$ cat src/rtl/gol_pkg.sv
// Shared types and constants for the cellular-automaton generation pipeline.
package gol_pkg;

  typedef enum logic [2:0] {
    IDLE,
    WAIT_SYNC,
    ISSUE,
    DRAIN,
    SWAP
  } seq_state_t;

  localparam int DEFAULT_ROWS = 720;
  localparam int DEFAULT_COLS = 1280;

  function automatic int row_w_for(input int rows);
    return (rows > 1) ? $clog2(rows) : 1;
  endfunction

endpackage

$ cat src/rtl/gen_sequencer_if.sv
// Row request channel from the generation sequencer to the line buffer.
interface gen_sequencer_if #(
  parameter int ROW_W = 10
);
  logic             calc_valid;
  logic             calc_ready;
  logic [ROW_W-1:0] calc_row;
  logic [ROW_W-1:0] row_above;
  logic [ROW_W-1:0] row_below;
  logic             edge_top;
  logic             edge_bot;

  modport master (
    output calc_valid, calc_row, row_above, row_below, edge_top, edge_bot,
    input  calc_ready
  );

  modport slave (
    input  calc_valid, calc_row, row_above, row_below, edge_top, edge_bot,
    output calc_ready
  );
endinterface

$ cat src/rtl/row_neighbours.sv
// Combinational neighbour-row indices: toroidal wrap, or clamped with dead-edge flags.
module row_neighbours import gol_pkg::*; #(
  parameter int ROWS  = DEFAULT_ROWS,
  parameter int ROW_W = row_w_for(ROWS),
  parameter bit WRAP  = 1'b1
) (
  input  logic [ROW_W-1:0] row,
  output logic [ROW_W-1:0] above,
  output logic [ROW_W-1:0] below,
  output logic             edge_top,
  output logic             edge_bot
);
  localparam logic [ROW_W-1:0] LAST_ROW = ROW_W'(ROWS - 1);
  localparam logic [ROW_W-1:0] ROW_ONE  = ROW_W'(1);

  logic at_top;
  logic at_bot;

  assign at_top = (row == '0);
  assign at_bot = (row == LAST_ROW);

  generate
    if (WRAP) begin : g_wrap
      assign above    = at_top ? LAST_ROW : row - ROW_ONE;
      assign below    = at_bot ? '0 : row + ROW_ONE;
      assign edge_top = 1'b0;
      assign edge_bot = 1'b0;
    end else begin : g_dead
      // Edge rows point at themselves; the flags tell the line buffer to substitute dead cells.
      assign above    = at_top ? row : row - ROW_ONE;
      assign below    = at_bot ? row : row + ROW_ONE;
      assign edge_top = at_top;
      assign edge_bot = at_bot;
    end
  endgenerate
endmodule

$ cat src/rtl/gen_sequencer.sv
// Generation sequencer: issues every row to the line buffer, drains the pipeline, then swaps banks.
module gen_sequencer import gol_pkg::*; #(
  parameter int ROWS           = DEFAULT_ROWS,
  parameter int ROW_W          = row_w_for(ROWS),
  parameter int GEN_W          = 16,
  parameter int GENS_PER_FRAME = 1,
  parameter int DRAIN_CYCLES   = 4,
  parameter bit WRAP           = 1'b1
) (
  input  logic             clk,
  input  logic             reset,
  input  logic             mode,
  input  logic             run,
  input  logic             step,
  input  logic             frame_sync,
  gen_sequencer_if.master  calc,
  output logic             buf_sel,
  output logic             busy,
  output logic             gen_done,
  output logic [GEN_W-1:0] gen_count
);
  localparam int FC_W = $clog2(GENS_PER_FRAME + 1);
  localparam int DR_W = $clog2(DRAIN_CYCLES + 1);

  localparam logic [ROW_W-1:0] LAST_ROW   = ROW_W'(ROWS - 1);
  localparam logic [ROW_W-1:0] ROW_ONE    = ROW_W'(1);
  localparam logic [FC_W-1:0]  FRAME_MAX  = FC_W'(GENS_PER_FRAME);
  localparam logic [FC_W-1:0]  FRAME_ONE  = FC_W'(1);
  localparam logic [DR_W-1:0]  DRAIN_LOAD = DR_W'(DRAIN_CYCLES - 1);
  localparam logic [DR_W-1:0]  DRAIN_ONE  = DR_W'(1);
  localparam logic [GEN_W-1:0] GEN_ONE    = GEN_W'(1);

  seq_state_t       state_reg, state_next;
  logic             calc_valid_reg, calc_valid_next;
  logic [ROW_W-1:0] calc_row_reg, calc_row_next;
  logic [DR_W-1:0]  drain_reg, drain_next;
  logic [FC_W-1:0]  frame_reg, frame_next;
  logic             buf_sel_reg, buf_sel_next;
  logic             gen_done_reg, gen_done_next;
  logic [GEN_W-1:0] gen_count_reg, gen_count_next;
  logic             mode_q_reg;

  logic             mode_chg;
  logic             accept;
  logic [FC_W-1:0]  frame_inc;

  assign mode_chg  = mode ^ mode_q_reg;
  assign accept    = calc_valid_reg & calc.calc_ready;
  // Saturate so a run enabled mid-step cannot wrap the per-frame count.
  assign frame_inc = (frame_reg == FRAME_MAX) ? frame_reg : frame_reg + FRAME_ONE;

  always_comb begin
    state_next      = state_reg;
    calc_valid_next = calc_valid_reg;
    calc_row_next   = calc_row_reg;
    drain_next      = drain_reg;
    frame_next      = frame_reg;
    buf_sel_next    = buf_sel_reg;
    gen_done_next   = 1'b0;
    gen_count_next  = gen_count_reg;

    if (mode_chg) begin
      state_next      = IDLE;
      calc_valid_next = 1'b0;
      calc_row_next   = '0;
    end else begin
      case (state_reg)
        IDLE: begin
          if (step) begin
            state_next      = ISSUE;
            calc_valid_next = 1'b1;
            calc_row_next   = '0;
          end else if (run) begin
            state_next = WAIT_SYNC;
          end
        end
        WAIT_SYNC: begin
          if (frame_sync) begin
            state_next      = ISSUE;
            calc_valid_next = 1'b1;
            calc_row_next   = '0;
            frame_next      = '0;
          end else if (!run) begin
            state_next = IDLE;
          end
        end
        ISSUE: begin
          if (accept) begin
            if (calc_row_reg == LAST_ROW) begin
              state_next      = DRAIN;
              calc_valid_next = 1'b0;
              calc_row_next   = '0;
              drain_next      = DRAIN_LOAD;
            end else begin
              calc_row_next = calc_row_reg + ROW_ONE;
            end
          end
        end
        DRAIN: begin
          if (drain_reg == '0) state_next = SWAP;
          else                 drain_next = drain_reg - DRAIN_ONE;
        end
        SWAP: begin
          buf_sel_next   = ~buf_sel_reg;
          gen_done_next  = 1'b1;
          gen_count_next = gen_count_reg + GEN_ONE;
          frame_next     = frame_inc;
          if (!run) begin
            state_next = IDLE;
          end else if (frame_inc < FRAME_MAX) begin
            state_next      = ISSUE;
            calc_valid_next = 1'b1;
            calc_row_next   = '0;
          end else begin
            state_next = WAIT_SYNC;
          end
        end
        default: state_next = IDLE;
      endcase
    end
  end

  always_ff @(posedge clk) begin
    if (reset) begin
      state_reg      <= IDLE;
      calc_valid_reg <= 1'b0;
      calc_row_reg   <= '0;
      drain_reg      <= '0;
      frame_reg      <= '0;
      buf_sel_reg    <= 1'b0;
      gen_done_reg   <= 1'b0;
      gen_count_reg  <= '0;
    end else begin
      state_reg      <= state_next;
      calc_valid_reg <= calc_valid_next;
      calc_row_reg   <= calc_row_next;
      drain_reg      <= drain_next;
      frame_reg      <= frame_next;
      buf_sel_reg    <= buf_sel_next;
      gen_done_reg   <= gen_done_next;
      gen_count_reg  <= gen_count_next;
    end
    mode_q_reg <= mode;
  end

  // Neighbour indices are computed from the row about to be presented so they register alongside it.
  logic [ROW_W-1:0] nb_row;
  logic [ROW_W-1:0] above_next, below_next;
  logic             edge_top_next, edge_bot_next;
  logic [ROW_W-1:0] above_reg, below_reg;
  logic             edge_top_reg, edge_bot_reg;

  assign nb_row = reset ? '0 : calc_row_next;

  row_neighbours #(
    .ROWS  (ROWS),
    .ROW_W (ROW_W),
    .WRAP  (WRAP)
  ) u_neighbours (
    .row      (nb_row),
    .above    (above_next),
    .below    (below_next),
    .edge_top (edge_top_next),
    .edge_bot (edge_bot_next)
  );

  always_ff @(posedge clk) begin
    above_reg    <= above_next;
    below_reg    <= below_next;
    edge_top_reg <= edge_top_next;
    edge_bot_reg <= edge_bot_next;
  end

  assign calc.calc_valid = calc_valid_reg;
  assign calc.calc_row   = calc_row_reg;
  assign calc.row_above  = above_reg;
  assign calc.row_below  = below_reg;
  assign calc.edge_top   = edge_top_reg;
  assign calc.edge_bot   = edge_bot_reg;

  assign buf_sel   = buf_sel_reg;
  assign busy      = (state_reg != IDLE);
  assign gen_done  = gen_done_reg;
  assign gen_count = gen_count_reg;
endmodule
$ cat src/flat_wrapper.sv
// flat-port wrapper written by rule: the top's interface ports become plain ports
module gen_sequencer_flat import gol_pkg::*;
#(
  parameter int ROWS           = DEFAULT_ROWS,
  parameter int ROW_W          = row_w_for(ROWS),
  parameter int GEN_W          = 16,
  parameter int GENS_PER_FRAME = 1,
  parameter int DRAIN_CYCLES   = 4,
  parameter bit WRAP           = 1'b1
)
  (clk, reset, mode, run, step, frame_sync, buf_sel, busy, gen_done, gen_count, calc_calc_valid, calc_calc_row, calc_row_above, calc_row_below, calc_edge_top, calc_edge_bot, calc_calc_ready);
  gen_sequencer_if #(.ROW_W(ROW_W)) calc_i ();
  input  logic clk;
  input  logic reset;
  input  logic mode;
  input  logic run;
  input  logic step;
  input  logic frame_sync;
  output logic buf_sel;
  output logic busy;
  output logic gen_done;
  output logic [GEN_W-1:0] gen_count;
  output wire logic [$bits(calc_i.calc_valid)-1:0] calc_calc_valid;
  output wire logic [$bits(calc_i.calc_row)-1:0] calc_calc_row;
  output wire logic [$bits(calc_i.row_above)-1:0] calc_row_above;
  output wire logic [$bits(calc_i.row_below)-1:0] calc_row_below;
  output wire logic [$bits(calc_i.edge_top)-1:0] calc_edge_top;
  output wire logic [$bits(calc_i.edge_bot)-1:0] calc_edge_bot;
  input wire logic [$bits(calc_i.calc_ready)-1:0] calc_calc_ready;
  assign calc_calc_valid = calc_i.calc_valid;
  assign calc_calc_row = calc_i.calc_row;
  assign calc_row_above = calc_i.row_above;
  assign calc_row_below = calc_i.row_below;
  assign calc_edge_top = calc_i.edge_top;
  assign calc_edge_bot = calc_i.edge_bot;
  assign calc_i.calc_ready = calc_calc_ready;
  gen_sequencer #(.ROWS(ROWS), .ROW_W(ROW_W), .GEN_W(GEN_W), .GENS_PER_FRAME(GENS_PER_FRAME), .DRAIN_CYCLES(DRAIN_CYCLES), .WRAP(WRAP)) u_core (.clk(clk), .reset(reset), .mode(mode), .run(run), .step(step), .frame_sync(frame_sync), .calc(calc_i), .buf_sel(buf_sel), .busy(busy), .gen_done(gen_done), .gen_count(gen_count));
endmodule
$ cat config.mk
export PLATFORM = sky130hd
export DESIGN_NAME = gen_sequencer_flat
export DESIGN_NICKNAME = d
export VERILOG_FILES = /design/src/rtl/gol_pkg.sv /design/src/rtl/gen_sequencer_if.sv /design/src/rtl/row_neighbours.sv /design/src/rtl/gen_sequencer.sv /design/src/flat_wrapper.sv
export SDC_FILE = /design/constraint.sdc
export NUM_CORES = 1
export LEC_CHECK = 0
export ABC_CLOCK_PERIOD_IN_PS = 2650
export BUFFER_PORTS_ARGS = -buffer_cell sky130_fd_sc_hd__buf_4
export CORE_UTILIZATION = 49
export CTS_CLUSTER_SIZE = 14
export DETAILED_ROUTE_END_ITERATION = 8
export PLACE_DENSITY = 0.76
export SKIP_CTS_REPAIR_TIMING = 1
export SYNTH_ARGS = -nofsm -noshare
export SYNTH_HDL_FRONTEND = slang
export SYNTH_SLANG_ARGS = --single-unit
$ cat constraint.sdc
create_clock -name clk -period 2.65 [get_ports clk]
set_input_delay 0.265 -clock clk [delete_from_list [all_inputs] [get_ports clk]]
set_output_delay 0.265 -clock clk [all_outputs]
set_load 0.03 [all_outputs]
==> reports/qor.yml <==
final_layout:
  instances_no_fill: 466
  final_area_sq_um: 3630
  nets: 407
  area_growth_pct: 28.7
  final_common_cell: "buf_4"
  largest_register_ffs: 16
  layout-drive-gt1-share: 0.320
  final_cell_mix: "buf_4, dfxtp_1, nor2_1"
  n_antenna_cell: 0
detailed_routing:
  num_vias: 2552
  via_per_inst: 5.48
  routedWlPerCell_um: 14.0
  drt-pass1-iter-count: 4
  wirelength_um: 6510
  drt_drc_violations_left: 0
  drt-initial-drc-count: 214
  ant_nets: 0
flow_run:
  cap_violations: 0
sta:
  period_minus_slack_ns: 2.58
  fmax_mhz: 387
  whs_ns: 0.0641
  finalSetupTns_ns: 0
  slew-limit-headroom: 0.618
  hold_violations: 0
  setup_violations: 0
  fin_crit_sh: 0.975
  fin_skew_ns: 0.0131
  tightest_slew_ns: 0.566
  drv_slew: 0
  rsz0062_at_grt: "false"
logic_synthesis:
  ys_seq_elements: 56
  synthFlopType: "dfxtp_1"
  yosysSeqAreaShare: 0.398
  syn_avg_cell_area_sq_um: 8.95
  synth_cell_types: 67
  syn_inst: 315
  ys_warn_count: 0
  synth_area_sq_um: 2820
  synth_edf_count: 0
  postSynth.asyncResetShare: 0
floorplan:
  dieArea_sq_um: 6060
  die_w_um: 77.9
  rows: 27
  die_h_um: 77.9
  io_pins: 59
  start_util: 0.509
  coreArea_sq_um: 5540
clock_tree:
  cts_max_level: 2
  cts_buffers: 5
  cts_tree: "yes"
  root_buffer: "clkbuf_8"
  clockBufferDepth: 2
  clkSinkCount: 56
  worstSkewPairLatency_ns: 0.31
  cts.reportedPaths.clkPinSlew_ns: 0.11
setup_path:
  rr_worst_depth: 8
  cp_num_buf_inv: 1
  critPathMaxStageDelay_ns: 0.50
  crit_slowest_cell: "or4_4"
  critPathKind: "flip-flop to flip-flop"
  path_delay_family: "simple AND/OR/NAND/NOR gates"
  path_cells: "or3b_4, buf_4, nor2_1, nand3_1, a22oi_2, nand2_2, or4_4, a21oi_2"
  critical_path.max_fanout: 9
  cp.arrival_ns: 2.83
  cp-start-kind: "flip-flop"
  cp.depth: 8
  endpoint_kind: "flip-flop"
  required_ns: 2.90
grt:
  grt.overflow.total: 0
  grt_pass1_vias: 2373
  grt_pass1_wl_um: 11000
  grt_use_total: 0.229
  grt_max_degree: 25
  antenna_found_initial: 0
place:
  routabilityCongestion: 0.928
  dpl_cell_area_sq_um: 3460
  port_buffers: 56
  dp_cells: 458
  post-dp-hpwl_um: 4940
min_path:
  whs_path_depth: 1
  hp-class: "primary input to flip-flop"
pwr:
  power_density_nw_per_um2: 450
  leakage_nw: 1.54
  p_total_mw: 1.63
  ir_worst_vdd_mv: 0.275
run_status:
  status: "finished, final reports clean"
-- routing by layer --
layer	up-vias	GRT usage	wire length [um]
li1	1265	-	-
met1	1179	0.285	2950
met2	88	0.388	3090
met3	20	0.0365	287
met4	0	0.100	186
met5	-	0	0
-- power breakdown --
group | leakage [nW] | internal [mW] | switching, mW
clock network | 0.0687 | 0.381 | 0.288
registers | 0.453 | 0.847 | 0.00869
logic | 1.02 | 0.0435 | 0.0668
total | 1.54 | 1.27 | 0.364
-- worst register-to-register path, stage by stage, from the launching register on --
cell and delay (ns):
dfxtp_2 0.41, or3b_4 0.44, buf_4 0.19, nor2_1 0.20, nand3_1 0.25, a22oi_2 0.27, nand2_2 0.12, or4_4 0.50
a21oi_2 0.14
-- path summary, 6_finish.rpt --
path / start / endpoint / slack, ns
setup reg to reg: u_core.state_reg[1]$_SDFFE_PP0P_ / u_core.calc.row_below[9]$_SDFF_PN0_ / 0.07
hold reg to reg: u_core.drain_reg[0]$_SDFFE_PP0P_ / u_core.drain_reg[0]$_SDFFE_PP0P_ / 0.44
setup / recovery: u_core.state_reg[1]$_SDFFE_PP0P_ / u_core.calc.row_below[9]$_SDFF_PN0_ / 0.07
hold / removal: mode / u_core.mode_q_reg$_DFF_P_ / 0.06
-- Yosys cell counts (5+ instances only) --
| master | n | area (sq um) |
|---|---|---|
| xnor2_1 | 11 | 96.3 |
| and3_1 | 8 | 50.1 |
| nand4_1 | 7 | 43.8 |
| o21ai_0 | 5 | 25.0 |
| nand3_1 | 22 | 110 |
| nand2_1 | 25 | 93.8 |
| ha_1 | 7 | 87.6 |
| dfxtp_1 | 56 | 1120 |
| inv_1 | 11 | 41.3 |
| a21oi_1 | 13 | 65.1 |
| nor2_1 | 33 | 124 |
| xor2_1 | 16 | 140 |
-- cell type report --
class	instances	area [sq um]
inverter	11	41.3
sequential	56	1120
fill	496	1910
multi-input combinational	235	1610
clock buffer	5	68.8
timing repair buffer	84	631
tap	72	90.1
clock inverter	3	68.8
-- cell families after synthesis --
kind of cell	Yosys count	share of synthesized area
flops	56	0.398
fa+ha+maj	7	0.0311
simple gates	142	0.291
other cells	1	0.00133
compound gates	56	0.147
buf+inv	25	0.0444
mux	1	0.00355
xor+xnor	27	0.0838
-- stage by stage --
step	setup WS (ns)	utilization
2_1_floorplan	0.102	-
3_3_place_gp	0.0107	0.625
3_5_place_dp	0.0652	0.625
4_1_cts	-0.0294	0.650
5_1_grt	0.00398	0.655
6_report	0.0668	0.655
Note: power is estimated with default switching activity, not from simulation.
